<file path="src/rtl/i2c_regfile_display.sv">
// Pointer-addressed I2C register file with auto-increment, driving an
// N-digit multiplexed hex 7-segment display from the low register nibbles.
module i2c_regfile_display #(
  parameter int NUM_REGS   = 4,
  parameter int NUM_DIGITS = 4,
  parameter int SCAN_DIV   = 1200,
  parameter int AUTO_INC   = 1
) (
  input  logic                    clk,
  input  logic                    rst_n,
  input  logic                    i2c_start_i,
  input  logic                    i2c_read_i,
  input  logic [7:0]              i2c_rx_byte_data_i,
  input  logic                    i2c_rx_byte_valid_i,
  input  logic                    i2c_tx_req_i,
  output logic [7:0]              i2c_tx_byte_data_o,
  output logic                    i2c_tx_byte_valid_o,
  output logic [8*NUM_REGS-1:0]   regs_o,
  output logic                    ptr_err_o,
  output logic [6:0]              seg_pins_o,
  output logic [NUM_DIGITS-1:0]   digit_sel_o
);

  localparam int PW = (NUM_REGS > 1) ? $clog2(NUM_REGS) : 1;
  localparam int DW = (NUM_DIGITS > 1) ? $clog2(NUM_DIGITS) : 1;
  localparam int CW = $clog2(SCAN_DIV);
  localparam logic [PW-1:0] PTR_MAX    = PW'(NUM_REGS - 1);
  localparam logic [DW-1:0] IDX_MAX    = DW'(NUM_DIGITS - 1);
  localparam logic [CW-1:0] CNT_MAX    = CW'(SCAN_DIV - 1);
  localparam logic [7:0]    NUM_REGS_B = 8'(NUM_REGS);

  typedef enum logic [2:0] {
    S_IDLE    = 3'd0,
    S_PTR     = 3'd1,
    S_DATA    = 3'd2,
    S_DISCARD = 3'd3,
    S_RD      = 3'd4
  } state_e;

  state_e                state_q, state_d;
  logic [PW-1:0]         ptr_q, ptr_d;
  logic                  err_q, err_d;
  logic [8*NUM_REGS-1:0] regs_q, regs_d;
  logic [7:0]            tx_data_q, tx_data_d;
  logic                  tx_valid_q, tx_valid_d;
  logic [CW-1:0]         cnt_q, cnt_d;
  logic [DW-1:0]         idx_q, idx_d;
  logic [NUM_DIGITS-1:0] sel_q, sel_d;
  logic [6:0]            seg_q, seg_d;

  function automatic logic [PW-1:0] ptr_next(input logic [PW-1:0] p);
    if (AUTO_INC == 0) begin
      return p;
    end else if (p == PTR_MAX) begin
      return '0;
    end else begin
      return p + PW'(1);
    end
  endfunction

  function automatic logic [6:0] hex7(input logic [3:0] n);
    case (n)
      4'h0: return 7'h3F;
      4'h1: return 7'h06;
      4'h2: return 7'h5B;
      4'h3: return 7'h4F;
      4'h4: return 7'h66;
      4'h5: return 7'h6D;
      4'h6: return 7'h7D;
      4'h7: return 7'h07;
      4'h8: return 7'h7F;
      4'h9: return 7'h6F;
      4'hA: return 7'h77;
      4'hB: return 7'h7C;
      4'hC: return 7'h39;
      4'hD: return 7'h5E;
      4'hE: return 7'h79;
      4'hF: return 7'h71;
      default: return 7'h00;
    endcase
  endfunction

  // Transaction FSM, register writes and tx byte response.
  always_comb begin
    state_d    = state_q;
    ptr_d      = ptr_q;
    err_d      = err_q;
    regs_d     = regs_q;
    tx_data_d  = tx_data_q;
    tx_valid_d = 1'b0;

    // A start pre-empts any byte arriving in the same cycle.
    if (i2c_start_i) begin
      state_d = i2c_read_i ? S_RD : S_PTR;
    end else if (i2c_rx_byte_valid_i) begin
      case (state_q)
        S_PTR: begin
          if (i2c_rx_byte_data_i < NUM_REGS_B) begin
            ptr_d   = i2c_rx_byte_data_i[PW-1:0];
            err_d   = 1'b0;
            state_d = S_DATA;
          end else begin
            err_d   = 1'b1;
            state_d = S_DISCARD;
          end
        end
        S_DATA: begin
          regs_d[{ptr_q, 3'b000} +: 8] = i2c_rx_byte_data_i;
          ptr_d = ptr_next(ptr_q);
        end
        default: begin
          state_d = state_q;
        end
      endcase
    end else begin
      state_d = state_q;
    end

    if (i2c_tx_req_i) begin
      tx_valid_d = 1'b1;
      if (state_q == S_RD) begin
        tx_data_d = regs_q[{ptr_q, 3'b000} +: 8];
        ptr_d     = ptr_next(ptr_q);
      end else begin
        tx_data_d = 8'hFF;
      end
    end else begin
      tx_valid_d = 1'b0;
    end
  end

  // Digit scanner; segments and digit enable are computed from the next index
  // so both outputs change on the same edge.
  always_comb begin
    cnt_d = cnt_q;
    idx_d = idx_q;
    sel_d = '0;
    if (cnt_q == CNT_MAX) begin
      cnt_d = '0;
      if (idx_q == IDX_MAX) begin
        idx_d = '0;
      end else begin
        idx_d = idx_q + DW'(1);
      end
    end else begin
      cnt_d = cnt_q + CW'(1);
    end
    sel_d[idx_d] = 1'b1;
    seg_d = hex7(regs_q[{idx_d, 2'b00} +: 4]);
  end

  // State registers.
  always_ff @(posedge clk or negedge rst_n) begin
    if (!rst_n) begin
      state_q    <= S_IDLE;
      ptr_q      <= '0;
      err_q      <= 1'b0;
      regs_q     <= '0;
      tx_data_q  <= 8'h00;
      tx_valid_q <= 1'b0;
      cnt_q      <= '0;
      idx_q      <= '0;
      sel_q      <= NUM_DIGITS'(1);
      seg_q      <= 7'h00;
    end else begin
      state_q    <= state_d;
      ptr_q      <= ptr_d;
      err_q      <= err_d;
      regs_q     <= regs_d;
      tx_data_q  <= tx_data_d;
      tx_valid_q <= tx_valid_d;
      cnt_q      <= cnt_d;
      idx_q      <= idx_d;
      sel_q      <= sel_d;
      seg_q      <= seg_d;
    end
  end

  assign i2c_tx_byte_data_o  = tx_data_q;
  assign i2c_tx_byte_valid_o = tx_valid_q;
  assign regs_o              = regs_q;
  assign ptr_err_o           = err_q;
  assign seg_pins_o          = seg_q;
  assign digit_sel_o         = sel_q;

endmodule

</file>
<file path="config.mk">
export PLATFORM = sky130hd
export DESIGN_NAME = i2c_regfile_display
export DESIGN_NICKNAME = d
export VERILOG_FILES = /design/src/rtl/i2c_regfile_display.sv
export SDC_FILE = /design/constraint.sdc
export NUM_CORES = 1
export LEC_CHECK = 0
export CORE_UTILIZATION = 52
export CTS_CLUSTER_SIZE = 10
export DETAILED_ROUTE_END_ITERATION = 12
export MAX_ROUTING_LAYER = met4
export PLACE_DENSITY = 0.8
export REMOVE_ABC_BUFFERS = 1
export SLEW_MARGIN = 10
export SYNTH_ARGS = -nofsm -noshare
export SYNTH_HDL_FRONTEND = slang
export SYNTH_SLANG_ARGS = --single-unit
</file>
<file path="constraint.sdc">
create_clock -name clk -period 3.16 [get_ports clk]
set_input_delay 0.79 -clock clk [delete_from_list [all_inputs] [get_ports clk]]
set_output_delay 0.79 -clock clk [all_outputs]
set_load 0.01 [all_outputs]
</file>
Word level (Yosys, flattened, before mapping)
Memory sizes are Yosys's and may differ from the RTL's. A register that Yosys moved wholly into a read port is not among the register bits.
Index checks and enable logic that the tools add are counted.
- shift-type cells: 4
- add/subtract/negate cells: 4
- equal/unequal tests: 6
- bitwise operators: 1
- reductions and logical operators: 7
- mux-type cells: 21
- magnitude comparators: 3
- operators with widths (cell ; number):
    $bwmux W32 ; 1
    $shift A8 B7 Y32 const A ; 1
    $shiftx A32 B5 Y4 ; 1
    $shiftx A32 B6 Y8 ; 1
    $shiftx A8 B7 Y32 ; 1
    $mux W2 ; 8
    $mux W3 ; 4
    $add A11 B1 Y11 const B ; 1
    $eq A11 B11 Y1 const B ; 1
    $mux W11 ; 1
    $lt A8 B3 Y1 const B ; 1
    $mux W8 ; 1
    $neg A5 Y7 ; 1
    $reduce_and A3 Y1 ; 2
    $add A2 B1 Y2 const B ; 2
    $eq A2 B2 Y1 const B ; 2
    $mux W1 ; 4
    $pmux W2 S2 ; 1
    $reduce_bool A2 Y1 ; 2
    $eq A3 B1 Y1 const B ; 1
    $eq A3 B2 Y1 const B ; 1
    $eq A3 B3 Y1 const B ; 1
    $lt A2 B3 Y1 const B ; 1
    $demux W1 S2 ; 1
    5 further kinds ; 5
- bits in registers: 64
- word-level logic and storage cells: 56
- output and inout port bits: 53
- bits in read-only memories: 112
- memories kept: 1
- memories (memory ; words ; bits a word ; rd ports ; clocked after Yosys merged registers in ; write ports ; line ; RTL):
    (no name shown) ; 16 ; 7 ; 1 ; 1 ; 0 ; 62 ; case (n)

Logic depth before layout (Yosys ltp)
Gate-level depths: netlist of run 1.
- depth in word-level cells: 7
- gate-level depth with buffers: 11
- mapped depth without buffers: 9

Worst setup path after synthesis of run 1
OpenSTA, ideal clock, no wires.
- path kind: flip-flop to flip-flop
- start: register cnt_q[0]
- end: register seg_q[1] (netlist: seg_pins_o[1])
- clock period less this slack: 2.663 ns
- slack: 0.497 ns
- setup time: 0.126 ns
- cell stages (with the launch flop): 11
- required time: 3.034 ns
- path buffers: 1
- arrival time: 2.538 ns
- cell sequence: dfrtp_1 > ha_1 > nand4_2 > o31a_1 > or2_1 > buf_6 > o32ai_4 > inv_2 > ha_1 > nor3_1 > a21oi_1
- word-level cells in the longest chain between the ends: 3
- ends and longest elaborated chain (element ; line ; RTL):
    start, declared ; 46 ; logic [CW-1:0] cnt_q, cnt_d;
    start signal, assigned ; 172 ; cnt_q <= cnt_d;
    $eq A11 B11 Y1 ; 138 ; if (cnt_q == CNT_MAX) begin
    $mux W2 ; 138 ;
    named net idx_d[0] ; 47 ; logic [DW-1:0] idx_q, idx_d;
    $shiftx A32 B5 Y4 ; 149 ; seg_d = hex7(regs_q[{idx_d, 2'b00} +: 4]);
    end, declared ; 49 ; logic [6:0] seg_q, seg_d;
The timed path passes the listed nets, and every way through them passes these cells.
A chain may end at the register's enable or synchronous reset.

Worst setup path in the final report of run 1
- start: register cnt_q[0]
- end: register seg_q[6] (netlist: seg_pins_o[6])
- word-level cells in the longest chain between the ends: 3
- ends and longest elaborated chain (element ; line):
    $eq A11 B11 Y1 ; 138
    $mux W2 ; 138
    $shiftx A32 B5 Y4 ; 149
Every way passes these cells.

==> results of run 1 <==
## cell usage after synthesis, types with 4 or more instances
| cell type | instances |
|---|---|
| xnor2_1 | 6 |
| o21ai_0 | 37 |
| and3_1 | 5 |
| clkbuf_1 | 8 |
| nand2_1 | 73 |
| nand3_1 | 6 |
| a21boi_0 | 8 |
| nor2_1 | 16 |
| o22a_1 | 8 |
| ha_1 | 9 |
| mux4_2 | 8 |
| buf_6 | 4 |
| inv_1 | 5 |
| o22ai_1 | 4 |
| o41ai_1 | 4 |
| xor2_1 | 4 |
| dfrtp_1 | 70 |
## layout make-up
type | count | area share
multi-input cells | 248 | 0.369
well taps | 77 | 0.0213
inverters | 6 | 0.00499
repair buffers | 79 | 0.167
flip-flops and latches | 71 | 0.394
clock buffers | 10 | 0.0305
clock inverters | 6 | 0.0133
## metal layers
metal  track usage  vias to the layer above  routed length, µm
li1              -                     1392                  -
met1         0.322                     1416               3690
met2         0.405                       81               4070
met3        0.0442                       15                354
met4        0.0986                        0                170
met5             -                        -                  0
## cells by family (layout without fill, tap and decap cells)
family / Yosys count / count (layout) / share of synthesized area
adders and majority gates: 10 / 10 / 0.0345
and+or+nand+nor: 133 / 133 / 0.180
muxes: 10 / 10 / 0.0566
buffers and inverters: 21 / 101 / 0.0313
DFF: 71 / 71 / 0.500
AOI/OAI and AO/OA: 85 / 85 / 0.173
xor gates and xnor gates: 10 / 10 / 0.0246
## sequential cells by signal (all words and copies together) (netlist names)
name,cells
regs_o,32
digit_sel_o,4
i2c_tx_byte_data_o,8
seg_pins_o,7
ptr_q,2
i2c_tx_byte_valid_o,1
state_q,3
idx_q,2
cnt_q,11
ptr_err_o,1
## report_power, final
| group | switching [µW] | internal [µW] |
|---|---|---|
| combinational | 343 | 322 |
| clock | 350 | 382 |
| sequential | 76.6 | 973 |
## metrics by stage
stage	std cells	hold slack (ns)	cell area [µm²]	worst slack, ns	power (µW)
after floorplan	325	0.455	3470	0.302	1410
after CTS	497	0.488	4520	0.291	2460
after global routing	497	0.511	4520	0.103	2560
after global placement	481	0.467	4320	0.439	1710
final	497	0.483	4520	0.315	2450
after detailed placement	481	0.478	4320	0.310	1730
## path summary, 6_finish.rpt
kind                       slack, ns               endpoint     start
max                             0.32          seg_pins_o[6]  cnt_q[0]
min                             0.48               cnt_q[0]  cnt_q[0]
max reg2reg                     0.32          seg_pins_o[6]  cnt_q[0]
min reg2reg                     0.48               cnt_q[0]  cnt_q[0]
max in group asynchronous       1.95  i2c_tx_byte_data_o[0]     rst_n
min in group asynchronous       0.63               cnt_q[8]     rst_n
## worst max-delay path, stage by stage, from the launching register on
cell	delay, ns
dfrtp_1	0.38
ha_1	0.26
nand4_2	0.25
o31a_1	0.41
or2_1	0.41
o32a_1	0.58
and4_1	0.27
a211oi_1	0.19
==> run_summary.xml, run 1 <==
<?xml version="1.0" encoding="UTF-8"?>
<metrics>
  <group name="floorplanning">
    <metric name="dieArea" unit="µm²">7180</metric>
    <metric name="ios" unit="">67</metric>
    <metric name="floorplan.rows" unit="">29</metric>
    <metric name="die_width" unit="µm">84.7</metric>
    <metric name="chipHeight" unit="µm">84.7</metric>
    <metric name="placeableCoreArea" unit="µm²">6460</metric>
    <metric name="initial_core_util" unit="">0.551</metric>
  </group>
  <group name="placement">
    <metric name="dp_hpwl" unit="mm">5.82</metric>
    <metric name="place.port_buffers" unit="">66</metric>
    <metric name="gp_routability_congestion" unit="">0.874</metric>
  </group>
  <group name="finish">
    <metric name="final_core_utilization" unit="">0.699</metric>
    <metric name="mostFrequentLayoutCells" unit="">73 x nand2_1, 70 x dfrtp_1, 65 x clkdlybuf4s50_1, 37 x o21ai_0, 16 x nor2_1</metric>
    <metric name="layout.nets" unit="">438</metric>
    <metric name="mostFrequentLayoutCell" unit="">nand2_1</metric>
    <metric name="n_fill_cell" unit="">503</metric>
    <metric name="final-seq-area" unit="µm²">1780</metric>
    <metric name="drive_above_1_share" unit="">0.112</metric>
    <metric name="insertedDiodeCount" unit="">0</metric>
    <metric name="multi_input_comb_area" unit="µm²">1670</metric>
    <metric name="syn2layout_area_growth" unit="%">26.9</metric>
  </group>
  <group name="cts">
    <metric name="cts_buffer_depth" unit="">2</metric>
    <metric name="number_of_buffers_created_by_cts" unit="">9</metric>
    <metric name="htree_levels" unit="">3</metric>
    <metric name="cts_hold_buf" unit="">0</metric>
    <metric name="cts.reportedPaths.clkPinSlew" unit="ns">0.07</metric>
    <metric name="clock_sink_count" unit="">71</metric>
    <metric name="worstSkewPairLatency" unit="ns">0.35</metric>
    <metric name="number_of_gates_resized_after_cts" unit="">0</metric>
    <metric name="ctsRootBufferMaster" unit="">clkbuf_8</metric>
    <metric name="post-cts-setup-buffers" unit="">0</metric>
    <metric name="tritoncts" unit="">done</metric>
  </group>
  <group name="sta">
    <metric name="unrepaired_setup_endpoints_after_global_routing" unit="">no</metric>
    <metric name="timing.clock.skew" unit="ns">0.00745</metric>
    <metric name="timing.final.setup_violations" unit="">0</metric>
    <metric name="finalSetupTns" unit="ns">0</metric>
    <metric name="final_max_slew_viol_count" unit="">0</metric>
    <metric name="report.final.hold_viol_count" unit="">0</metric>
    <metric name="achievable-frequency" unit="GHz">0.352</metric>
    <metric name="maxSlewHeadroom" unit="">0.417</metric>
    <metric name="min_period" unit="ns">2.84</metric>
    <metric name="worst-slew-pin-transition" unit="ns">0.874</metric>
    <metric name="period_share" unit="">0.900</metric>
  </group>
  <group name="route">
    <metric name="post_drt_via_cell_ratio" unit="">5.84</metric>
    <metric name="wl_per_cell" unit="µm">16.7</metric>
    <metric name="drt_drc_violations_left" unit="">0</metric>
    <metric name="detail-route-antenna-nets" unit="">0</metric>
    <metric name="routed-via-count" unit="">2904</metric>
    <metric name="detail_route.wirelength" unit="mm">8.29</metric>
    <metric name="dr.pass1.iters" unit="">6</metric>
    <metric name="initialDrtViolationCount" unit="">126</metric>
  </group>
  <group name="flow_run">
    <metric name="timing.max_cap.violations" unit="">0</metric>
  </group>
  <group name="global_route">
    <metric name="grt_max_degree" unit="">72</metric>
    <metric name="global_route.usage.total" unit="">0.253</metric>
    <metric name="first_global_vias" unit="">2768</metric>
    <metric name="grt-ovfl-total" unit="">0</metric>
    <metric name="antenna_found_initial" unit="">0</metric>
    <metric name="grt_pass1_wl" unit="mm">13.6</metric>
  </group>
  <group name="power">
    <metric name="max-vdd-ir-drop" unit="mV">0.358</metric>
    <metric name="power.static_leakage" unit="µW">0.00179</metric>
    <metric name="power.density_cell_area" unit="nW/µm²">542</metric>
  </group>
  <group name="synthesis">
    <metric name="synth_top_flop_cell" unit="">dfrtp_1</metric>
    <metric name="synthesis.area_per_instance" unit="µm²">10.5</metric>
    <metric name="synthesis.instances" unit="">340</metric>
    <metric name="synth.top_cells.by_area" unit="">dfrtp_1 49%, nand2_1 7.7%, o21ai_0 5.2%, mux4_2 5.1%, ha_1 3.2%</metric>
    <metric name="yosys.area.top_type_share" unit="">0.492</metric>
    <metric name="synth-edff-count" unit="">0</metric>
    <metric name="mappedNetlistArea" unit="µm²">3560</metric>
    <metric name="ys_seq_area_frac" unit="">0.500</metric>
    <metric name="synth.largest_area_cell" unit="">dfrtp_1</metric>
    <metric name="yosysWarningCount" unit="">0</metric>
    <metric name="ys_ff_latch" unit="">71</metric>
    <metric name="yosys.cell_types.count" unit="">55</metric>
    <metric name="asyncSetResetFlopFracSynth" unit="">1.00</metric>
  </group>
  <group name="worst_setup_path">
    <metric name="setup.worst_path.end_class" unit="">flip-flop</metric>
    <metric name="worstPathArrival" unit="ns">3.10</metric>
    <metric name="critical_path_required" unit="ns">3.42</metric>
    <metric name="path_class" unit="">reg2reg</metric>
    <metric name="length_in_cells_of_the_worst_reg_to_reg_path" unit="">7</metric>
    <metric name="crit_path_max_fanout" unit="">14</metric>
    <metric name="crit_start_category" unit="">flip-flop</metric>
  </group>
  <group name="hold_path">
    <metric name="holdPathStages" unit="">1</metric>
    <metric name="hold_path_class" unit="">reg2reg</metric>
  </group>
  <group name="status">
    <metric name="outcome" unit="">completed</metric>
  </group>
</metrics>
Note: power is estimated with default switching activity, not from simulation.
==> inputs of run 2 (changes only) <==
- ABC_CLOCK_PERIOD_IN_PS: not set -> 3160
- CORE_UTILIZATION: 52 -> 45
- DONT_BUFFER_PORTS: not set -> 1
- PLACE_DENSITY: 0.8 -> not set
==> run_summary.xml, run 2 (same netlist as run 1, synthesis figures left out) <==
<?xml version="1.0" encoding="UTF-8"?>
<metrics>
  <group name="floorplanning">
    <metric name="ios" unit="">67</metric>
    <metric name="placeableCoreArea" unit="µm²">7690</metric>
    <metric name="dieArea" unit="µm²">8260</metric>
    <metric name="chipHeight" unit="µm">90.9</metric>
    <metric name="die_width" unit="µm">90.9</metric>
    <metric name="floorplan.rows" unit="">32</metric>
    <metric name="initial_core_util" unit="">0.463</metric>
  </group>
  <group name="worst_setup_path">
    <metric name="slowest_stage" unit="">o32a_1</metric>
    <metric name="worstPathArrival" unit="ns">3.15</metric>
    <metric name="crit_start_category" unit="">flip-flop</metric>
    <metric name="crit_path_cell_trace" unit="">ha_1 &gt; nand4_2 &gt; o31a_1 &gt; or2_1 &gt; o32a_1 &gt; nor4b_1 &gt; a211oi_1</metric>
    <metric name="worstPathBufferInverterCount" unit="">0</metric>
    <metric name="setup.worst_path.end_class" unit="">flip-flop</metric>
    <metric name="path_class" unit="">reg2reg</metric>
    <metric name="timing.rr.start" unit="">cnt_q[0]</metric>
    <metric name="endpoint_of_the_lowest_slack_register_to_register_path" unit="">seg_pins_o[0]</metric>
    <metric name="length_in_cells_of_the_worst_reg_to_reg_path" unit="">7</metric>
    <metric name="critical_path_required" unit="ns">3.38</metric>
    <metric name="largest_stage_delay_worst_path" unit="ns">0.59</metric>
    <metric name="crit_path_max_fanout" unit="">14</metric>
    <metric name="r2r_slack" unit="ns">0.23</metric>
    <metric name="crit_family" unit="">compound AO/OA/AOI/OAI gates</metric>
  </group>
  <group name="route">
    <metric name="detail-route-antenna-nets" unit="">0</metric>
    <metric name="wl_met1" unit="mm">3.71</metric>
    <metric name="dr.pass1.iters" unit="">4</metric>
    <metric name="wl_per_cell" unit="µm">18.2</metric>
    <metric name="drt_drc_violations_left" unit="">0</metric>
    <metric name="routed-via-count" unit="">2598</metric>
    <metric name="met2WireLength" unit="mm">3.98</metric>
    <metric name="detail_route.wirelength" unit="mm">8.26</metric>
    <metric name="post_drt_via_cell_ratio" unit="">5.74</metric>
    <metric name="highest_layer" unit="">met4</metric>
    <metric name="initialDrtViolationCount" unit="">89</metric>
    <metric name="met3_wirelength_from_detailed_routing" unit="µm">420</metric>
  </group>
  <group name="power">
    <metric name="cellInternalPower" unit="µW">1610</metric>
    <metric name="max-vdd-ir-drop" unit="mV">0.440</metric>
    <metric name="switching_power" unit="µW">720</metric>
    <metric name="pwr-share-comb" unit="">0.230</metric>
    <metric name="clock_power_share" unit="">0.319</metric>
    <metric name="power.static_leakage" unit="µW">0.00153</metric>
    <metric name="power.density_cell_area" unit="nW/µm²">601</metric>
    <metric name="seqPwrFrac" unit="">0.451</metric>
    <metric name="switching_share" unit="">0.309</metric>
  </group>
  <group name="placement">
    <metric name="dp_hpwl" unit="mm">5.74</metric>
    <metric name="gp_routability_congestion" unit="">0.784</metric>
    <metric name="detailed_place.area" unit="µm²">3680</metric>
    <metric name="numPlacedInstances" unit="">438</metric>
    <metric name="place.port_buffers" unit="">0</metric>
  </group>
  <group name="global_route">
    <metric name="antenna_found_initial" unit="">0</metric>
    <metric name="grt_pass1_wl" unit="mm">13.5</metric>
    <metric name="first_global_vias" unit="">2606</metric>
    <metric name="grt-ovfl-total" unit="">0</metric>
    <metric name="global_route.usage.total" unit="">0.221</metric>
    <metric name="grt_max_degree" unit="">72</metric>
  </group>
  <group name="hold_path">
    <metric name="hold_path_class" unit="">in2async</metric>
  </group>
  <group name="cts">
    <metric name="tritoncts" unit="">done</metric>
    <metric name="cts_hold_buf" unit="">0</metric>
    <metric name="cts.reportedPaths.clkPinSlew" unit="ns">0.07</metric>
    <metric name="number_of_buffers_created_by_cts" unit="">9</metric>
    <metric name="clock_sink_count" unit="">71</metric>
    <metric name="number_of_gates_resized_after_cts" unit="">0</metric>
    <metric name="ctsRootBufferMaster" unit="">clkbuf_8</metric>
    <metric name="worstSkewPairLatency" unit="ns">0.35</metric>
    <metric name="cts_buffer_depth" unit="">2</metric>
    <metric name="htree_levels" unit="">3</metric>
    <metric name="post-cts-setup-buffers" unit="">0</metric>
  </group>
  <group name="finish">
    <metric name="final_design_area_no_fill" unit="µm²">3880</metric>
    <metric name="layout.nets" unit="">370</metric>
    <metric name="final_core_utilization" unit="">0.504</metric>
    <metric name="syn2layout_area_growth" unit="%">8.97</metric>
    <metric name="mostFrequentLayoutCells" unit="">73 x nand2_1, 70 x dfrtp_1, 37 x o21ai_0, 16 x nor2_1</metric>
    <metric name="layout.cells.non_filler" unit="">453</metric>
    <metric name="drive_above_1_share" unit="">0.120</metric>
    <metric name="insertedDiodeCount" unit="">0</metric>
    <metric name="mostFrequentLayoutCell" unit="">nand2_1</metric>
    <metric name="max_ffs_per_register" unit="">32</metric>
  </group>
  <group name="sta">
    <metric name="period_share" unit="">0.927</metric>
    <metric name="worst-slew-pin-transition" unit="ns">0.679</metric>
    <metric name="min_period" unit="ns">2.93</metric>
    <metric name="fin_worst_hold_slack" unit="ns">0.128</metric>
    <metric name="final_max_slew_viol_count" unit="">0</metric>
    <metric name="timing.final.setup_violations" unit="">0</metric>
    <metric name="unrepaired_setup_endpoints_after_global_routing" unit="">no</metric>
    <metric name="timing.clock.skew" unit="ns">0.00564</metric>
    <metric name="finalSetupTns" unit="ns">0</metric>
    <metric name="maxSlewHeadroom" unit="">0.544</metric>
    <metric name="report.final.hold_viol_count" unit="">0</metric>
    <metric name="achievable-frequency" unit="GHz">0.341</metric>
  </group>
  <group name="status">
    <metric name="outcome" unit="">completed</metric>
  </group>
  <group name="flow_run">
    <metric name="timing.max_cap.violations" unit="">0</metric>
  </group>
</metrics>
[run 2: power by group through the flow]
stage               clock [µW]  combinational, µW  sequential (µW)
floorplan                    0                314             1100
global placement             0                523             1070
detailed placement           0                533             1070
CTS                        759                538             1050
global route               799                592             1060
finish                     744                535             1050
[run 2: routing by layer]
metal	vias up	global-route usage
met5	-	-
met4	0	0.0966
met3	15	0.0589
met2	58	0.342
met1	1276	0.272
li1	1249	-
[run 2: worst max path at each step]
stage,endpoint,depth (start not counted),from
6_report,seg_pins_o[0],7,cnt_q[0]
5_1_grt,seg_pins_o[0],7,cnt_q[0]
4_1_cts,seg_pins_o[0],7,cnt_q[0]
3_5_place_dp,seg_pins_o[0],7,cnt_q[0]
3_3_place_gp,seg_pins_o[0],7,cnt_q[0]
2_1_floorplan,seg_pins_o[1],8,cnt_q[0]
[run 2: metrics by stage]
| step | setup slack [ns] | power (µW) |
|---|---|---|
| 5_1_grt | 0.0291 | 2450 |
| 6_report | 0.232 | 2330 |
| 2_1_floorplan | 0.302 | 1410 |
| 4_1_cts | 0.270 | 2350 |
| 3_5_place_dp | 0.284 | 1600 |
| 3_3_place_gp | 0.391 | 1590 |
[run 2: cell type report]
type / instances / area, µm²
clock buffers: 12 / 155
inverters: 6 / 22.5
clock inverters: 3 / 42.5
multi-input cells: 248 / 1670
flip-flops and latches: 71 / 1780
well taps: 102 / 128
repair buffers: 11 / 82.6
fillers: 710 / 3810
[run 2: worst reg2reg max path: cells and delay by family, from the launching register on]
kind                       cells  cell delay (ns)
AOI/OAI and AO/OA              3             1.09
and+or+nand+nor                3             1.07
DFF                            1             0.40
adders and majority gates      1             0.26
